==> config.mk <==
export PLATFORM = sky130hd
export DESIGN_NAME = pwm_capture
export DESIGN_NICKNAME = d
export VERILOG_FILES = /design/src/rtl/pwm_capture.sv
export SDC_FILE = /design/constraint.sdc
export NUM_CORES = 1
export LEC_CHECK = 0
export ABC_AREA = 1
export BUFFER_PORTS_ARGS = -buffer_cell sky130_fd_sc_hd__buf_2
export CAP_MARGIN = 20
export CORE_MARGIN = 2
export CORE_UTILIZATION = 61
export CTS_CLUSTER_DIAMETER = 30
export DETAILED_ROUTE_END_ITERATION = 8
export GPL_ROUTABILITY_DRIVEN = 0
export PLACE_DENSITY = 0.78
export REMOVE_ABC_BUFFERS = 1
export SETUP_SLACK_MARGIN = 0.05
export SYNTH_ARGS = -nofsm -noshare
export SYNTH_HDL_FRONTEND = slang
export SYNTH_SLANG_ARGS = --single-unit
==> constraint.sdc <==
create_clock -name clk -period 3.8 [get_ports clk]
set_clock_uncertainty 0.15 [all_clocks]
set_input_delay 0.19 -clock clk [delete_from_list [all_inputs] [get_ports clk]]
set_output_delay 0.19 -clock clk [all_outputs]
set_load 0.02 [all_outputs]
==> src/rtl/pwm_capture.sv <==
// PWM receiver: synchronises and glitch-filters PWM_IN, measures period and high time
// between filtered rising edges, and derives the duty cycle with a restoring divider.
module pwm_capture #(
  parameter int CNT_W      = 20,
  parameter int FILT_LEN   = 4,
  parameter int DUTY_STEPS = 100,
  parameter int DUTY_W     = 7
) (
  input  logic              clk,
  input  logic              rst,
  input  logic              PWM_IN,
  output logic [CNT_W-1:0]  PERIOD_CNT,
  output logic [CNT_W-1:0]  HIGH_CNT,
  output logic [DUTY_W-1:0] DUTY_CYCLE,
  output logic              meas_valid,
  output logic              stuck_high,
  output logic              stuck_low,
  output logic              overrun
);

  localparam int FC_W  = $clog2(FILT_LEN + 1);
  localparam int REM_W = CNT_W + DUTY_W;
  localparam int IT_W  = $clog2(DUTY_W + 1);

  localparam logic [CNT_W-1:0]  CNT_MAX   = '1;
  localparam logic [CNT_W-1:0]  CNT_ONE   = CNT_W'(1);
  localparam logic [REM_W-1:0]  STEPS_EXT = REM_W'(DUTY_STEPS);
  localparam logic [DUTY_W-1:0] DUTY_FULL = DUTY_W'(DUTY_STEPS);
  localparam logic [IT_W-1:0]   IT_LAST   = IT_W'(DUTY_W - 1);
  localparam logic [FC_W-1:0]   FILT_LAST = FC_W'(FILT_LEN - 1);

  typedef enum logic {IDLE, MEAS} state_t;

  logic              sync1_q, sync2_q;
  logic              filt_q, filt_d, filt_prev_q;
  logic [FC_W-1:0]   fcnt_q, fcnt_d;
  state_t            state_q, state_d;
  logic [CNT_W-1:0]  per_cnt_q, per_cnt_d, hi_cnt_q, hi_cnt_d;
  logic              div_busy_q, div_busy_d;
  logic [REM_W-1:0]  div_rem_q, div_rem_d, div_den_q, div_den_d;
  logic [DUTY_W-1:0] div_quo_q, div_quo_d;
  logic [IT_W-1:0]   div_it_q, div_it_d;
  logic [CNT_W-1:0]  div_per_q, div_per_d, div_hi_q, div_hi_d;
  logic [CNT_W-1:0]  per_out_q, per_out_d, hi_out_q, hi_out_d;
  logic [DUTY_W-1:0] duty_q, duty_d;
  logic              valid_q, valid_d, sh_q, sh_d, sl_q, sl_d, ovr_q, ovr_d;
  logic              rise;
  logic              div_ge;
  logic [DUTY_W-1:0] quo_next;

  // A level change is accepted only after FILT_LEN consecutive disagreeing samples.
  always_comb begin
    filt_d = filt_q;
    fcnt_d = '0;
    if (sync2_q != filt_q) begin
      if (fcnt_q == FILT_LAST) begin
        filt_d = sync2_q;
      end else begin
        fcnt_d = fcnt_q + FC_W'(1);
      end
    end
  end

  assign rise     = filt_q & ~filt_prev_q;
  assign div_ge   = (div_rem_q >= div_den_q);
  assign quo_next = (div_quo_q << 1) | DUTY_W'(div_ge);

  always_comb begin
    state_d    = state_q;
    per_cnt_d  = per_cnt_q;
    hi_cnt_d   = hi_cnt_q;
    div_busy_d = div_busy_q;
    div_rem_d  = div_rem_q;
    div_den_d  = div_den_q;
    div_quo_d  = div_quo_q;
    div_it_d   = div_it_q;
    div_per_d  = div_per_q;
    div_hi_d   = div_hi_q;
    per_out_d  = per_out_q;
    hi_out_d   = hi_out_q;
    duty_d     = duty_q;
    sh_d       = sh_q;
    sl_d       = sl_q;
    valid_d    = 1'b0;
    ovr_d      = 1'b0;

    // Shifted-divisor restoring division, MSB of the quotient first.
    if (div_busy_q) begin
      div_rem_d = div_ge ? (div_rem_q - div_den_q) : div_rem_q;
      div_den_d = div_den_q >> 1;
      div_quo_d = quo_next;
      div_it_d  = div_it_q + IT_W'(1);
      if (div_it_q == IT_LAST) begin
        div_busy_d = 1'b0;
        per_out_d  = div_per_q;
        hi_out_d   = div_hi_q;
        duty_d     = quo_next;
        sh_d       = 1'b0;
        sl_d       = 1'b0;
        valid_d    = 1'b1;
      end
    end

    case (state_q)
      IDLE: begin
        if (rise) begin
          state_d   = MEAS;
          per_cnt_d = CNT_ONE;
          hi_cnt_d  = CNT_ONE;
        end
      end
      MEAS: begin
        per_cnt_d = per_cnt_q + CNT_ONE;
        hi_cnt_d  = hi_cnt_q + CNT_W'(filt_q);
        if (rise) begin
          per_cnt_d = CNT_ONE;
          hi_cnt_d  = CNT_ONE;
          if (div_busy_q) begin
            ovr_d = 1'b1;
          end else begin
            div_busy_d = 1'b1;
            div_rem_d  = REM_W'(hi_cnt_q) * STEPS_EXT;
            div_den_d  = REM_W'(per_cnt_q) << (DUTY_W - 1);
            div_quo_d  = '0;
            div_it_d   = '0;
            div_per_d  = per_cnt_q;
            div_hi_d   = hi_cnt_q;
          end
        end else if (per_cnt_q == CNT_MAX) begin
          // No edge for a full counter range: report the stuck level, drop any division.
          state_d    = IDLE;
          div_busy_d = 1'b0;
          per_out_d  = CNT_MAX;
          hi_out_d   = filt_q ? CNT_MAX : '0;
          duty_d     = filt_q ? DUTY_FULL : '0;
          sh_d       = filt_q;
          sl_d       = ~filt_q;
          valid_d    = 1'b1;
        end
      end
      default: state_d = IDLE;
    endcase
  end

  always_ff @(posedge clk) begin
    if (!rst) begin
      sync1_q     <= 1'b0;
      sync2_q     <= 1'b0;
      filt_q      <= 1'b0;
      filt_prev_q <= 1'b0;
      fcnt_q      <= '0;
      state_q     <= IDLE;
      per_cnt_q   <= '0;
      hi_cnt_q    <= '0;
      div_busy_q  <= 1'b0;
      div_rem_q   <= '0;
      div_den_q   <= '0;
      div_quo_q   <= '0;
      div_it_q    <= '0;
      div_per_q   <= '0;
      div_hi_q    <= '0;
      per_out_q   <= '0;
      hi_out_q    <= '0;
      duty_q      <= '0;
      valid_q     <= 1'b0;
      sh_q        <= 1'b0;
      sl_q        <= 1'b0;
      ovr_q       <= 1'b0;
    end else begin
      sync1_q     <= PWM_IN;
      sync2_q     <= sync1_q;
      filt_q      <= filt_d;
      filt_prev_q <= filt_q;
      fcnt_q      <= fcnt_d;
      state_q     <= state_d;
      per_cnt_q   <= per_cnt_d;
      hi_cnt_q    <= hi_cnt_d;
      div_busy_q  <= div_busy_d;
      div_rem_q   <= div_rem_d;
      div_den_q   <= div_den_d;
      div_quo_q   <= div_quo_d;
      div_it_q    <= div_it_d;
      div_per_q   <= div_per_d;
      div_hi_q    <= div_hi_d;
      per_out_q   <= per_out_d;
      hi_out_q    <= hi_out_d;
      duty_q      <= duty_d;
      valid_q     <= valid_d;
      sh_q        <= sh_d;
      sl_q        <= sl_d;
      ovr_q       <= ovr_d;
    end
  end

  assign PERIOD_CNT = per_out_q;
  assign HIGH_CNT   = hi_out_q;
  assign DUTY_CYCLE = duty_q;
  assign meas_valid = valid_q;
  assign stuck_high = sh_q;
  assign stuck_low  = sl_q;
  assign overrun    = ovr_q;

endmodule
# After elaboration in Yosys (flattened, before gate mapping)
# Cells that the tools add are included.
# word_totals
out_inout_bits,51
input_bits,3
regBits,204
# classes
order_cmp,1
mux,65
bitwise,8
add_sub_neg,5
n_mul,1
eq_ne,5
n_reduce_logical,4
# op_table
operator,n
20-bit two-way mux,14
27-bit two-way mux,9
20-bit case mux with 2 select lines,2
7-bit two-way mux,10
27-bit greater-or-equal comparator,1
27-bit subtractor,1
"20-bit by 5-bit multiplier with 25-bit output, second input constant",1
1-bit two-way mux,25
20-bit by 1-bit adder with 20-bit output,1
"20-bit by 1-bit adder with 20-bit output, second input constant",1
"20-bit equality test, second input constant",1
3-bit two-way mux,4
7-bit by 1-bit OR with 7-bit output,1
"3-bit by 1-bit adder with 3-bit output, second input constant",2
1-bit inverter,6
3-bit AND reduction,2
"3-bit by 2-bit equality test with 1-bit output, second input constant",1
"3-bit equality test, second input constant",1
3-bit OR reduction,1
"2-bit inequality test, second input constant",1
1-bit case mux with 2 select lines,1
2-bit AND reduction,1
1-bit bitwise AND,1
1-bit inequality test,1

# Logic depth before layout (Yosys ltp)
# Gate-level depths: netlist (run 1).
# depth
ltp_word,7
mapped_depth,18

# Worst setup path before layout (run 1)
# OpenSTA, ideal clock, no wires.
# synth_path
kind,register to register
start,reg hi_cnt_q[6]
end,reg div_rem_q[26]
path_buffers,0
arrival_ns,2.710
path_slack_ns,0.828
required_time_ns,3.537
stages_incl_launch_ff,17
period_less_slack_ns,2.972
path_cell_list,dfxtp_1 > ha_1 > ha_1 > inv_1 > fa_1 > inv_1 > ha_1 > a21oi_1 > o21ai_0 > a21oi_1 > o21ai_0 > nand2_1 > nand2_1 > nand2_1 > nand2_1 > nor2_1 > nor2_1
# synth_via
elab_chain_len,4
# synth_rtl
item,line,source
from (decl),38,"logic [CNT_W-1:0] per_cnt_q, per_cnt_d, hi_cnt_q, hi_cnt_d;"
from (signal assigned),177,hi_cnt_q <= hi_cnt_d;
20-bit by 5-bit multiplier with 25-bit output,122,div_rem_d = REM_W'(hi_cnt_q) * STEPS_EXT;
27-bit two-way mux,118,if (div_busy_q) begin
27-bit two-way mux,115,if (rise) begin
27-bit two-way mux,104,case (state_q)
to (signal assigned),179,div_rem_q <= div_rem_d;
to (decl),40,"logic [REM_W-1:0] div_rem_q, div_rem_d, div_den_q, div_den_d;"
# Every way passes these cells.
# A chain may end at the register's enable or synchronous reset.

# Worst setup path after layout (run 1)
# layout_path
start,reg hi_cnt_q[3]
end,reg div_rem_q[11]
# The elaborated chain is that of the path after synthesis.

==> results of run 1 <==
==> per-layer routing <==
metal	vias up	track usage [%]
met4	0	15.17
li1	5555	-
met1	5104	37.15
met5	-	0
met3	101	4.399
met2	412	51.80
==> sequential cells by signal (all words and copies together) (netlist names), 3 cells and up <==
name,flops
per_cnt_q,20
DUTY_CYCLE,7
div_hi_q,20
hi_cnt_q,20
div_rem_q,27
div_per_q,20
div_quo_q,6
PERIOD_CNT,20
div_it_q,3
fcnt_q,3
HIGH_CNT,20
div_den_q,27
==> through the flow <==
| stage | instances | total power, mW | utilization, % | hold slack, ns | instance area [µm²] |
|---|---|---|---|---|---|
| final | 2023 | 5.690 | 70.76 | 0.1391 | 13640 |
| after global routing | 2023 | 5.830 | 70.76 | 0.1600 | 13640 |
| after CTS | 2023 | 5.719 | 70.76 | 0.1295 | 13640 |
| after detailed placement | 1957 | 2.248 | 63.85 | 0.2316 | 12300 |
| after global placement | 1957 | 2.247 | 63.85 | 0.2228 | 12300 |
| after floorplan | 1626 | 2.211 | - | 0.1335 | 11600 |
==> cells by family after synthesis <==
kind of cell	count (synthesis)
AOI/OAI and AO/OA	342
adders and majority gates	115
DFF	203
and+or+nand+nor	657
xor gates and xnor gates	18
muxes	3
buffers and inverters	346
==> critical path: cells and delay by family, from the launching register on <==
kind	cells	cell delay (ns)
adder cells (fa/ha/maj)	4	1.45
flip-flops	1	0.43
AND/OR/NAND/NOR	5	0.47
AO/OA/AOI/OAI	2	0.51
buffers and inverters	4	0.31
==> worst paths after layout <==
kind | depth (start not counted) | slack, ns | start | to
worst max-delay path | 15 | 0.37 | hi_cnt_q[3] | div_rem_q[11]
worst min-delay path | 3 | 0.14 | rst | sync1_q
worst max register to register | 15 | 0.37 | hi_cnt_q[3] | div_rem_q[11]
worst min register to register | 1 | 0.27 | fcnt_q[0] | fcnt_q[0]
==> timing repair <==
action | CTS | global route
setup endpoints to repair | 0 | 0
resized for setup | 0 | 0
endpoints found under the hold margin | 1 | 0
hold buffers | 1 | 0
==> cell type report <==
type | instances | share of cell area [%]
multi-input cells | 1135 | 47.32
flip-flops and latches | 203 | 29.80
inverters | 288 | 7.927
clock buffers | 46 | 7.331
repair buffers | 67 | 2.826
well taps | 265 | 2.431
clock inverters | 19 | 2.367
==> power breakdown <==
group / leakage (nW) / switching (mW) / internal [mW]
Combinational: 4.60 / 0.0588 / 0.0160
Sequential: 1.63 / 0.000657 / 2.13
Clock: 0.630 / 1.07 / 2.41
Total: 6.86 / 1.13 / 4.56
==> cell usage in the layout, fill, tap and decap left out, types with 17 or more instances in the layout <==
| master | n |
|---|---|
| nand2_1 | 353 |
| inv_1 | 286 |
| dfxtp_1 | 203 |
| nor2_1 | 163 |
| o21ai_0 | 124 |
| a21oi_1 | 123 |
| ha_1 | 99 |
| nand3_1 | 70 |
| buf_2 | 53 |
| clkbuf_16 | 37 |
| nor3_1 | 32 |
| xor2_1 | 17 |
| nand4_1 | 17 |
| a211oi_1 | 17 |
==> flow_metrics.env, run 1 <==
export IMPL_status="finished, final reports clean"
export IMPL_cts_buffers=37
export IMPL_synth_seq_area_share_pct=34.16
export IMPL_grt_antenna_before_repair=0
export IMPL_yosysMostFrequentCell="nand2_1"
export IMPL_synth_xor_area_share_pct=1.325
export IMPL_layout_setup_ws_ns=0.3690
export IMPL_cp_max_fo=6
export IMPL_synth_top_cells_by_count="353 x nand2_1, 286 x inv_1, 203 x dfxtp_1, 163 x nor2_1, 124 x o21ai_0"
export IMPL_start_kind="register"
export IMPL_setup_viol=0
export IMPL_track_usage_pct=30.26
export IMPL_drive_gt1_share_pct=8.589
export IMPL_synth_area_mux_share_pct=0.2524
export IMPL_grt_max_degree=57
export IMPL_synthArstFlopShare_pct=0
export IMPL_dieWidth_um=143.7
export IMPL_rsz0062_at_grt="no"
export IMPL_worst_pin_slew_ns=0.9030
export IMPL_yosys_area_share_adder_pct=13.10
export IMPL_synth_compound_area_share_pct=16.73
export IMPL_max_cap_violations=0
export IMPL_fin_nets=1850
export IMPL_final_antenna_net_count=0
export IMPL_initial_core_util_pct=61.74
export IMPL_synthSimpleGateAreaFrac_pct=22.82
export IMPL_synth_main_ff_cell="dfxtp_1"
export IMPL_slew_violations=0
export IMPL_synth_edff_count=0
export IMPL_cts_root_buf="clkbuf_16"
export IMPL_antennaDiodeCount=0
export IMPL_postCtsSetupBuffers=0
export IMPL_highest_layer="met4"
export IMPL_multi_input_area_mm2=0.006452
export IMPL_drt_pass1_iterations=6
export IMPL_yosysWarnings=0
export IMPL_synth_cell_types=49
export IMPL_critPathMaxStageDelay_ns=0.47
export IMPL_clk_latency_ns=0.50
export IMPL_grt_pass1_wl_um=50340
export IMPL_dr_wl_met3_um=1935
export IMPL_synth_top_family_by_area="simple AND/OR/NAND/NOR gates"
export IMPL_wl_met1_um=13040
export IMPL_boundaryPins=54
export IMPL_placementRows=51
export IMPL_fin_crit_ns=3.431
export IMPL_wirelength_um=31070
export IMPL_ff_latch_area_mm2=0.004064
export IMPL_grt_pass1_vias=10710
export IMPL_core_area_mm2=0.01927
export IMPL_die_area_mm2=0.02064
export IMPL_critPathKind="reg2reg"
export IMPL_syn_to_final_growth_pct=14.62
export IMPL_end_kind="register"
export IMPL_clk_pin_slew_worst_paths_ns=0.05
export IMPL_cts_tree="yes"
export IMPL_synth_top_area_share_pct=34.16
export IMPL_h_tree_depth=2
export IMPL_fin_crit_sh_pct=90.29
export IMPL_timing_critical_path_required_ns=4.04
export IMPL_crit_chain="ha_1 > ha_1 > fa_1 > ha_1 > nand3_1 > nand3_1 > inv_1 > o21ai_0 > inv_1 > nand2_1 > nand2_1 > o21ai_0 > inv_1 > nand2_1 > inv_1"
export IMPL_wl_per_cell_um=15.36
export IMPL_port_buffer_count=53
export IMPL_hold_path_class="in2reg"
export IMPL_dp_hpwl_um=22180
export IMPL_arrival_ns=3.67
export IMPL_fmax_mhz=291.5
export IMPL_drc=0
export IMPL_clock_sinks=203
export IMPL_cpMostUsedCell="inv_1"
export IMPL_crit_path_top_delay_cell="fa_1"
export IMPL_drtIter0Drc=818
export IMPL_maxSlewHeadroom_pct=39.73
export IMPL_ir_drop_mv=0.4770
export IMPL_gr_total_overflow=0
export IMPL_hold_viol=0
export IMPL_met2WireLength_um=14700
export IMPL_via_per_inst=5.522
export IMPL_setup_tns_ns=0
export IMPL_num_vias=11170
export IMPL_fill_cells=1615
export IMPL_power_density_mw_per_mm2=417.2
export IMPL_p_leak_nw=6.865
export IMPL_yosysTopAreaCell="dfxtp_1"
export IMPL_ys_seq_elements=203
export IMPL_dpl_worst_slack_ns=0.4466
export IMPL_synth_area_mm2=0.01190
export IMPL_synth_cells=1684
export IMPL_synthTopCellsByArea="dfxtp_1 34%, nand2_1 11%, ha_1 10%"
export IMPL_synth_avg_cell_area_um2=7.065
export IMPL_die_h_um=143.7
export IMPL_clock_path_buffers=3
(Power assumes the default switching activity.)
==> inputs of run 2 (changes only) <==
--- a/config.mk
+++ b/config.mk
@@ -8,14 +8,17 @@
 export ABC_AREA = 1
 export BUFFER_PORTS_ARGS = -buffer_cell sky130_fd_sc_hd__buf_2
 export CAP_MARGIN = 20
+export CELL_PAD_IN_SITES_DETAIL_PLACEMENT = 0
+export CELL_PAD_IN_SITES_GLOBAL_PLACEMENT = 1
 export CORE_MARGIN = 2
-export CORE_UTILIZATION = 61
+export CORE_UTILIZATION = 46
 export CTS_CLUSTER_DIAMETER = 30
 export DETAILED_ROUTE_END_ITERATION = 8
 export GPL_ROUTABILITY_DRIVEN = 0
-export PLACE_DENSITY = 0.78
+export PLACE_DENSITY = 0.8
 export REMOVE_ABC_BUFFERS = 1
-export SETUP_SLACK_MARGIN = 0.05
+export SETUP_SLACK_MARGIN = 0.5
+export SLEW_MARGIN = 20
 export SYNTH_ARGS = -nofsm -noshare
 export SYNTH_HDL_FRONTEND = slang
 export SYNTH_SLANG_ARGS = --single-unit
==> run 2 against run 1 <==
  * Maximum frequency rose by 8.5%
  * Wire length rose by 3.1%
  * Die area rose by 32%
  * Critical path type unchanged
==> flow_metrics.env, run 2 (same netlist as run 1, synthesis figures left out) <==
export IMPL_cts_tree="yes"
export IMPL_rr_worst_depth=15
export IMPL_fin_crit_ns=3.162
export IMPL_dpl_worst_slack_ns=0.3715
export IMPL_worstReg2RegStart="hi_cnt_q[2]"
export IMPL_placed_area_mm2=0.01241
export IMPL_intPower_mw=4.863
export IMPL_power_density_mw_per_mm2=435.3
export IMPL_power_frac_seq_pct=34.8
export IMPL_clock_path_buffers=3
export IMPL_maxSlewHeadroom_pct=40.38
export IMPL_placementRows=58
export IMPL_rsz0062_at_grt="yes"
export IMPL_fin_crit_sh_pct=83.21
export IMPL_num_vias=10810
export IMPL_hold_path_class="reg2reg"
export IMPL_worst_pin_slew_ns=0.8849
export IMPL_dieWidth_um=164.8
export IMPL_gr_total_overflow=0
export IMPL_setup_viol=0
export IMPL_r2r_end="div_rem_q[11]"
export IMPL_ir_drop_mv=0.3493
export IMPL_grt_antenna_before_repair=0
export IMPL_fmax_mhz=316.3
export IMPL_grt_pass1_vias=10410
export IMPL_wirelength_um=32030
export IMPL_utilization_pct=55.91
export IMPL_crit_path_start="hi_cnt_q[2]"
export IMPL_drc=0
export IMPL_drive_gt1_share_pct=11.08
export IMPL_finalInstanceArea_mm2=0.01412
export IMPL_die_area_mm2=0.02717
export IMPL_start_kind="register"
export IMPL_p_leak_nw=7.006
export IMPL_h_tree_depth=2
export IMPL_holdPathEnd="sync2_q"
export IMPL_boundaryPins=54
export IMPL_reg2reg_slack_ns=0.64
export IMPL_hold_viol=0
export IMPL_grt_max_degree=67
export IMPL_drtIter0Drc=659
export IMPL_max_cap_violations=0
export IMPL_status="finished, final reports clean"
export IMPL_fin_nets=1864
export IMPL_combinationalPowerShare_pct=1.3
export IMPL_syn_to_final_growth_pct=18.68
export IMPL_pwr_share_clk_pct=64.0
export IMPL_reg_top3="div_den_q x27, div_rem_q x27"
export IMPL_initial_core_util_pct=47.11
export IMPL_total_power_mw=6.146
export IMPL_holdPathStages=2
export IMPL_antennaDiodeCount=0
export IMPL_final_antenna_net_count=0
export IMPL_min_from="sync1_q"
export IMPL_timing_critical_path_required_ns=4.08
export IMPL_drt_pass1_iterations=7
export IMPL_clock_sinks=203
export IMPL_wl_per_cell_um=15.19
export IMPL_final_cell_mix="350 x nand2_1, 285 x inv_1, 198 x dfxtp_1, 160 x nor2_1, 116 x o21ai_0"
export IMPL_arrival_ns=3.44
export IMPL_slew_violations=0
export IMPL_critPathKind="reg2reg"
export IMPL_dp_hpwl_um=23780
export IMPL_swShare_pct=20.88
export IMPL_die_h_um=164.8
export IMPL_core_area_mm2=0.02525
export IMPL_cts_buffers=44
export IMPL_via_per_inst=5.127
export IMPL_port_buffer_count=53
export IMPL_layout_setup_ws_ns=0.6380
export IMPL_cp_max_fo=6
export IMPL_power_switching_mw=1.283
export IMPL_final_common_cell="nand2_1"
export IMPL_track_usage_pct=24.01
export IMPL_grt_pass1_wl_um=51970
export IMPL_clk_latency_ns=0.53
export IMPL_setup_tns_ns=0
export IMPL_clk_pin_slew_worst_paths_ns=0.05
export IMPL_end_kind="register"
export IMPL_cts_root_buf="clkbuf_16"
[run 2: cell count changes in the layout (fill, tap and decap cells not counted), sizes merged]
cell         previous run  this run
dlygate4sd3             1         3
bufinv                  8         6
clkinvlp                5         4
clkinv                  3         8
clkbuf                 46        58
buf                    66        71
inv                   291       290
[run 2: through the flow]
| stage | hold slack (ns) | cells |
|---|---|---|
| 6_report | 0.2592 | 2108 |
| 4_1_cts | 0.2622 | 2107 |
| 5_1_grt | 0.2672 | 2108 |
| 3_3_place_gp | 0.2227 | 2026 |
| 2_1_floorplan | 0.1335 | 1626 |
| 3_5_place_dp | 0.2268 | 2026 |
[run 2: power groups by stage]
| stage | registers [mW] | clock network [mW] | logic [mW] |
|---|---|---|---|
| 2_1_floorplan | 2.18 | 0 | 0.0338 |
| 3_3_place_gp | 2.18 | 0 | 0.0754 |
| 3_5_place_dp | 2.18 | 0 | 0.0755 |
| 4_1_cts | 2.14 | 3.99 | 0.0780 |
| 5_1_grt | 2.14 | 4.09 | 0.0837 |
| 6_report | 2.14 | 3.93 | 0.0776 |
[run 2: cell type report]
class	instances	area, µm²
Clock inverter	20	301.5
Tap cell	330	412.9
Fill cell	2462	11130
Timing Repair Buffer	74	430.4
Clock buffer	58	1245
Multi-Input combinational cell	1135	6579
Inverter	288	1081
Sequential cell	203	4070
[run 2: layer usage]
metal	routed length (µm)	up-vias	GRT usage, %
met4	941	0	7.747
met3	1214	64	3.315
met2	15310	223	42.49
met1	14560	4915	30.09
met5	0	-	0
li1	-	5606	-
[run 2: repair_timing]
item | 4_1_cts | 5_1_grt
pin swaps | 0 | 1
setup buffers | 0 | 1
gates resized for setup | 5 | 33
hold buffers | 3 | 0
setup endpoints to repair | 9 | 16
hold endpoints to repair | 8 | 0
[run 2: worst max-delay path, stage by stage, from the launching register on]
cell     delay, ns
dfxtp_1       0.34
ha_1          0.31
ha_1          0.32
fa_1          0.51
ha_4          0.32
nand3_1       0.10
nand3_2       0.13
inv_1         0.08
o21ai_1       0.21
inv_1         0.09
nand2_1       0.07
nand2_1       0.04
o21ai_0       0.21
inv_1         0.09
nand2_1       0.07
inv_1         0.03
[run 2: worst max-delay path by stage]
stage / slack [ns] / depth (start not counted) / end
after floorplan: 0.64 / 5 / DUTY_CYCLE[0]
after global placement: 0.43 / 17 / div_rem_q[15]
after detailed placement: 0.37 / 15 / div_rem_q[11]
after CTS: 0.51 / 18 / div_rem_q[23]
after global routing: 0.43 / 15 / div_rem_q[24]
final: 0.64 / 15 / div_rem_q[11]
==> inputs of run 3 (changes only) <==
--- a/config.mk
+++ b/config.mk
@@ -5,17 +5,17 @@
 export SDC_FILE = /design/constraint.sdc
 export NUM_CORES = 1
 export LEC_CHECK = 0
-export ABC_AREA = 1
+export ABC_AREA = 0
 export BUFFER_PORTS_ARGS = -buffer_cell sky130_fd_sc_hd__buf_2
 export CAP_MARGIN = 20
 export CELL_PAD_IN_SITES_DETAIL_PLACEMENT = 0
 export CELL_PAD_IN_SITES_GLOBAL_PLACEMENT = 1
 export CORE_MARGIN = 2
-export CORE_UTILIZATION = 46
+export CORE_UTILIZATION = 42
 export CTS_CLUSTER_DIAMETER = 30
 export DETAILED_ROUTE_END_ITERATION = 8
 export GPL_ROUTABILITY_DRIVEN = 0
-export PLACE_DENSITY = 0.8
+export PLACE_DENSITY = 0.75
 export REMOVE_ABC_BUFFERS = 1
 export SETUP_SLACK_MARGIN = 0.5
 export SLEW_MARGIN = 20
==> constraint.sdc (replaced) <==
create_clock -name clk -period 2.7 [get_ports clk]
set_clock_uncertainty 0.15 [all_clocks]
set_input_delay 0.135 -clock clk [delete_from_list [all_inputs] [get_ports clk]]
set_output_delay 0.135 -clock clk [all_outputs]
set_load 0.02 [all_outputs]
==> run 3 against run 2 <==
  * The flow now finishes with violations (negative setup slack)
  * Worst hold slack improved by 0.010 ns
  * Count of clock-buffer cells in the layout rose by 3
  * Critical path depth did not move
  * Area after synthesis fell by 4.0%
  * Global-route usage fell by 1.0 points
  * Flip-flop and latch count did not move
==> flow_metrics.env, run 3 <==
export IMPL_drtIter0Drc=470
export IMPL_critPathKind="reg2reg"
export IMPL_drive_gt1_share_pct=32.48
export IMPL_dieWidth_um=168.9
export IMPL_reg2reg_slack_ns=-0.85
export IMPL_synth_edff_count=0
export IMPL_fin_crit_sh_pct=131.4
export IMPL_gr_total_overflow=0
export IMPL_maxSlewHeadroom_pct=64.59
export IMPL_grt_antenna_before_repair=0
export IMPL_initial_core_util_pct=42.61
export IMPL_dp_hpwl_um=22560
export IMPL_clock_sinks=203
export IMPL_final_antenna_net_count=0
export IMPL_cpMostUsedCell="ha_4"
export IMPL_rsz0062_at_grt="yes"
export IMPL_status="finished, violations left"
export IMPL_clk_pin_slew_worst_paths_ns=0.04
export IMPL_synthArstFlopShare_pct=0
export IMPL_swShare_pct=21.45
export IMPL_h_tree_depth=2
export IMPL_dp_cells=1949
export IMPL_core_area_mm2=0.02680
export IMPL_setup_viol=26
export IMPL_final_cell_mix="234 x nand2_1, 211 x buf_4, 170 x dfxtp_1, 135 x nor2_1, 121 x a21oi_1"
export IMPL_drt_pass1_iterations=7
export IMPL_power_frac_seq_pct=34.1
export IMPL_arrival_ns=3.82
export IMPL_hold_path_class="reg2reg"
export IMPL_grt_pass1_vias=10650
export IMPL_port_buffer_count=53
export IMPL_fin_nets=1806
export IMPL_synthTopCellsByArea="dfxtp_1 36%, ha_1 11%, nand2_1 7.8%"
export IMPL_synth_area_mm2=0.01142
export IMPL_crit_chain="ha_4 > ha_4 > inv_2 > fa_1 > inv_2 > ha_4 > a21o_1 > a221oi_2 > o22ai_1 > or3b_4 > a31oi_4 > buf_6 > xor2_1 > nand2_1 > o2111a_1"
export IMPL_reg_top3="div_den_q x27, div_rem_q x27"
export IMPL_cts_tree="yes"
export IMPL_pwr_share_clk_pct=64.7
export IMPL_synth_cells=1411
export IMPL_worst_pin_slew_ns=0.5311
export IMPL_cts_buffers=45
export IMPL_synth_main_ff_cell="dfxtp_1"
export IMPL_drc=0
export IMPL_cts_root_buf="clkbuf_16"
export IMPL_clock_path_buffers=3
export IMPL_clk_latency_ns=0.56
export IMPL_wl_per_cell_um=16.04
export IMPL_die_area_mm2=0.02853
export IMPL_fmax_mhz=281.8
export IMPL_wirelength_um=33120
export IMPL_via_per_inst=5.145
export IMPL_power_switching_mw=1.887
export IMPL_critPathMaxStageDelay_ns=0.48
export IMPL_fin_crit_ns=3.549
export IMPL_hold_viol=0
export IMPL_crit_path_top_delay_cell="fa_1"
export IMPL_setup_tns_ns=-9.395
export IMPL_final_common_cell="nand2_1"
export IMPL_final_cells=2065
export IMPL_placementRows=60
export IMPL_syn_to_final_growth_pct=45.00
export IMPL_boundaryPins=54
export IMPL_synth_seq_area_share_pct=35.59
export IMPL_track_usage_pct=22.97
export IMPL_yosysTopAreaCell="dfxtp_1"
export IMPL_p_leak_nw=7.413
export IMPL_num_vias=10620
export IMPL_rr_worst_depth=15
export IMPL_synth_cell_types=67
export IMPL_end_kind="register"
export IMPL_grt_pass1_wl_um=53490
export IMPL_layout_setup_ws_ns=-0.8486
export IMPL_holdPathEnd="fcnt_q[0]"
export IMPL_slew_violations=0
export IMPL_holdPathStages=1
export IMPL_max_cap_violations=0
export IMPL_ir_drop_mv=0.4554
export IMPL_violations="negative setup slack"
export IMPL_power_density_mw_per_mm2=531.1
export IMPL_timing_critical_path_required_ns=2.97
export IMPL_start_kind="register"
export IMPL_ys_seq_elements=203
export IMPL_synth_avg_cell_area_um2=8.093
export IMPL_r2r_end="div_rem_q[23]"
export IMPL_antennaDiodeCount=0
export IMPL_min_from="fcnt_q[0]"
export IMPL_cp_max_fo=3
export IMPL_die_h_um=168.9
export IMPL_intPower_mw=6.907
export IMPL_synth_top_area_share_pct=35.59
export IMPL_worstReg2RegStart="hi_cnt_q[10]"
export IMPL_grt_max_degree=67
export IMPL_yosysMostFrequentCell="nand2_1"
export IMPL_yosysWarnings=0
export IMPL_combinationalPowerShare_pct=1.2
export IMPL_synth_top_cells_by_count="237 x nand2_1, 203 x dfxtp_1, 148 x nor2_1, 129 x a21oi_1, 106 x inv_1"
run 3: worst max-delay path, delay by kind of cell (launching register included):
kind / cells / cell delay [ns]
and+or+nand+nor: 2 / 0.48
DFF: 1 / 0.36
buffers and inverters: 3 / 0.19
AOI/OAI and AO/OA: 5 / 0.92
xor gates and xnor gates: 1 / 0.12
adders and majority gates: 4 / 1.20
run 3: repair_timing:
item                                   4_1_cts  5_1_grt
buffers inserted                            13       13
cloned                                       1        3
endpoints found under the hold margin       26        0
pin swaps                                   78       42
setup endpoints to repair                   60       73
gates resized for setup                    151       86
hold buffers                                 3        0
run 3: metrics by stage:
step	setup WS, ns	cell area [µm²]	power [mW]	utilization, %	hold WS (ns)
2_1_floorplan	-1.495	11110	3.103	-	0.1067
3_3_place_gp	-1.048	13520	3.148	50.43	0.1999
3_5_place_dp	-1.098	13520	3.148	50.43	0.2020
4_1_cts	-0.8254	16090	8.864	60.03	0.2710
5_1_grt	-0.9668	16560	9.045	61.78	0.2806
6_report	-0.8486	16560	8.794	61.78	0.2693
run 3: power by group through the flow:
stage / logic (mW) / registers (mW) / clock network, mW
global placement: 0.0838 / 3.06 / 0
finish: 0.107 / 3.00 / 5.69
global route: 0.114 / 3.00 / 5.94
CTS: 0.0891 / 3.00 / 5.77
floorplan: 0.0396 / 3.06 / 0
detailed placement: 0.0837 / 3.06 / 0
run 3: worst max-delay path by stage:
stage	start	to	cells after the start
6_report	hi_cnt_q[10]	div_rem_q[23]	15
3_3_place_gp	hi_cnt_q[9]	div_rem_q[23]	15
3_5_place_dp	hi_cnt_q[8]	div_rem_q[25]	14
2_1_floorplan	state_q	div_rem_q[10]	4
4_1_cts	hi_cnt_q[10]	div_rem_q[23]	15
5_1_grt	hi_cnt_q[10]	div_rem_q[25]	14
run 3: layer usage:
metal / vias to the layer above / track usage [%] / wire length, µm / share of wire, %
li1: 5372 / - / - / -
met4: 0 / 7.684 / 896 / 2.7
met2: 186 / 41.18 / 16160 / 49
met5: - / 0 / 0 / 0
met3: 56 / 3.297 / 1187 / 3.6
met1: 5010 / 28.21 / 14870 / 45
run 3: cell families after synthesis:
logic type | synth area share (%)
flops | 35.59
buf+inv | 6.212
simple gates | 18.61
xor+xnor | 5.906
compound gates | 17.04
fa+ha+maj | 13.65
mux | 2.991
run 3: area by class of cell:
| class | instances | area, µm² |
|---|---|---|
| clock buffers | 61 | 1266 |
| clock inverters | 22 | 342.8 |
| fillers | 2312 | 10240 |
| inverters | 107 | 402.9 |
| multi-input cells | 1029 | 7619 |
| flip-flops and latches | 203 | 4128 |
| well taps | 341 | 426.7 |
| repair buffers | 302 | 2374 |
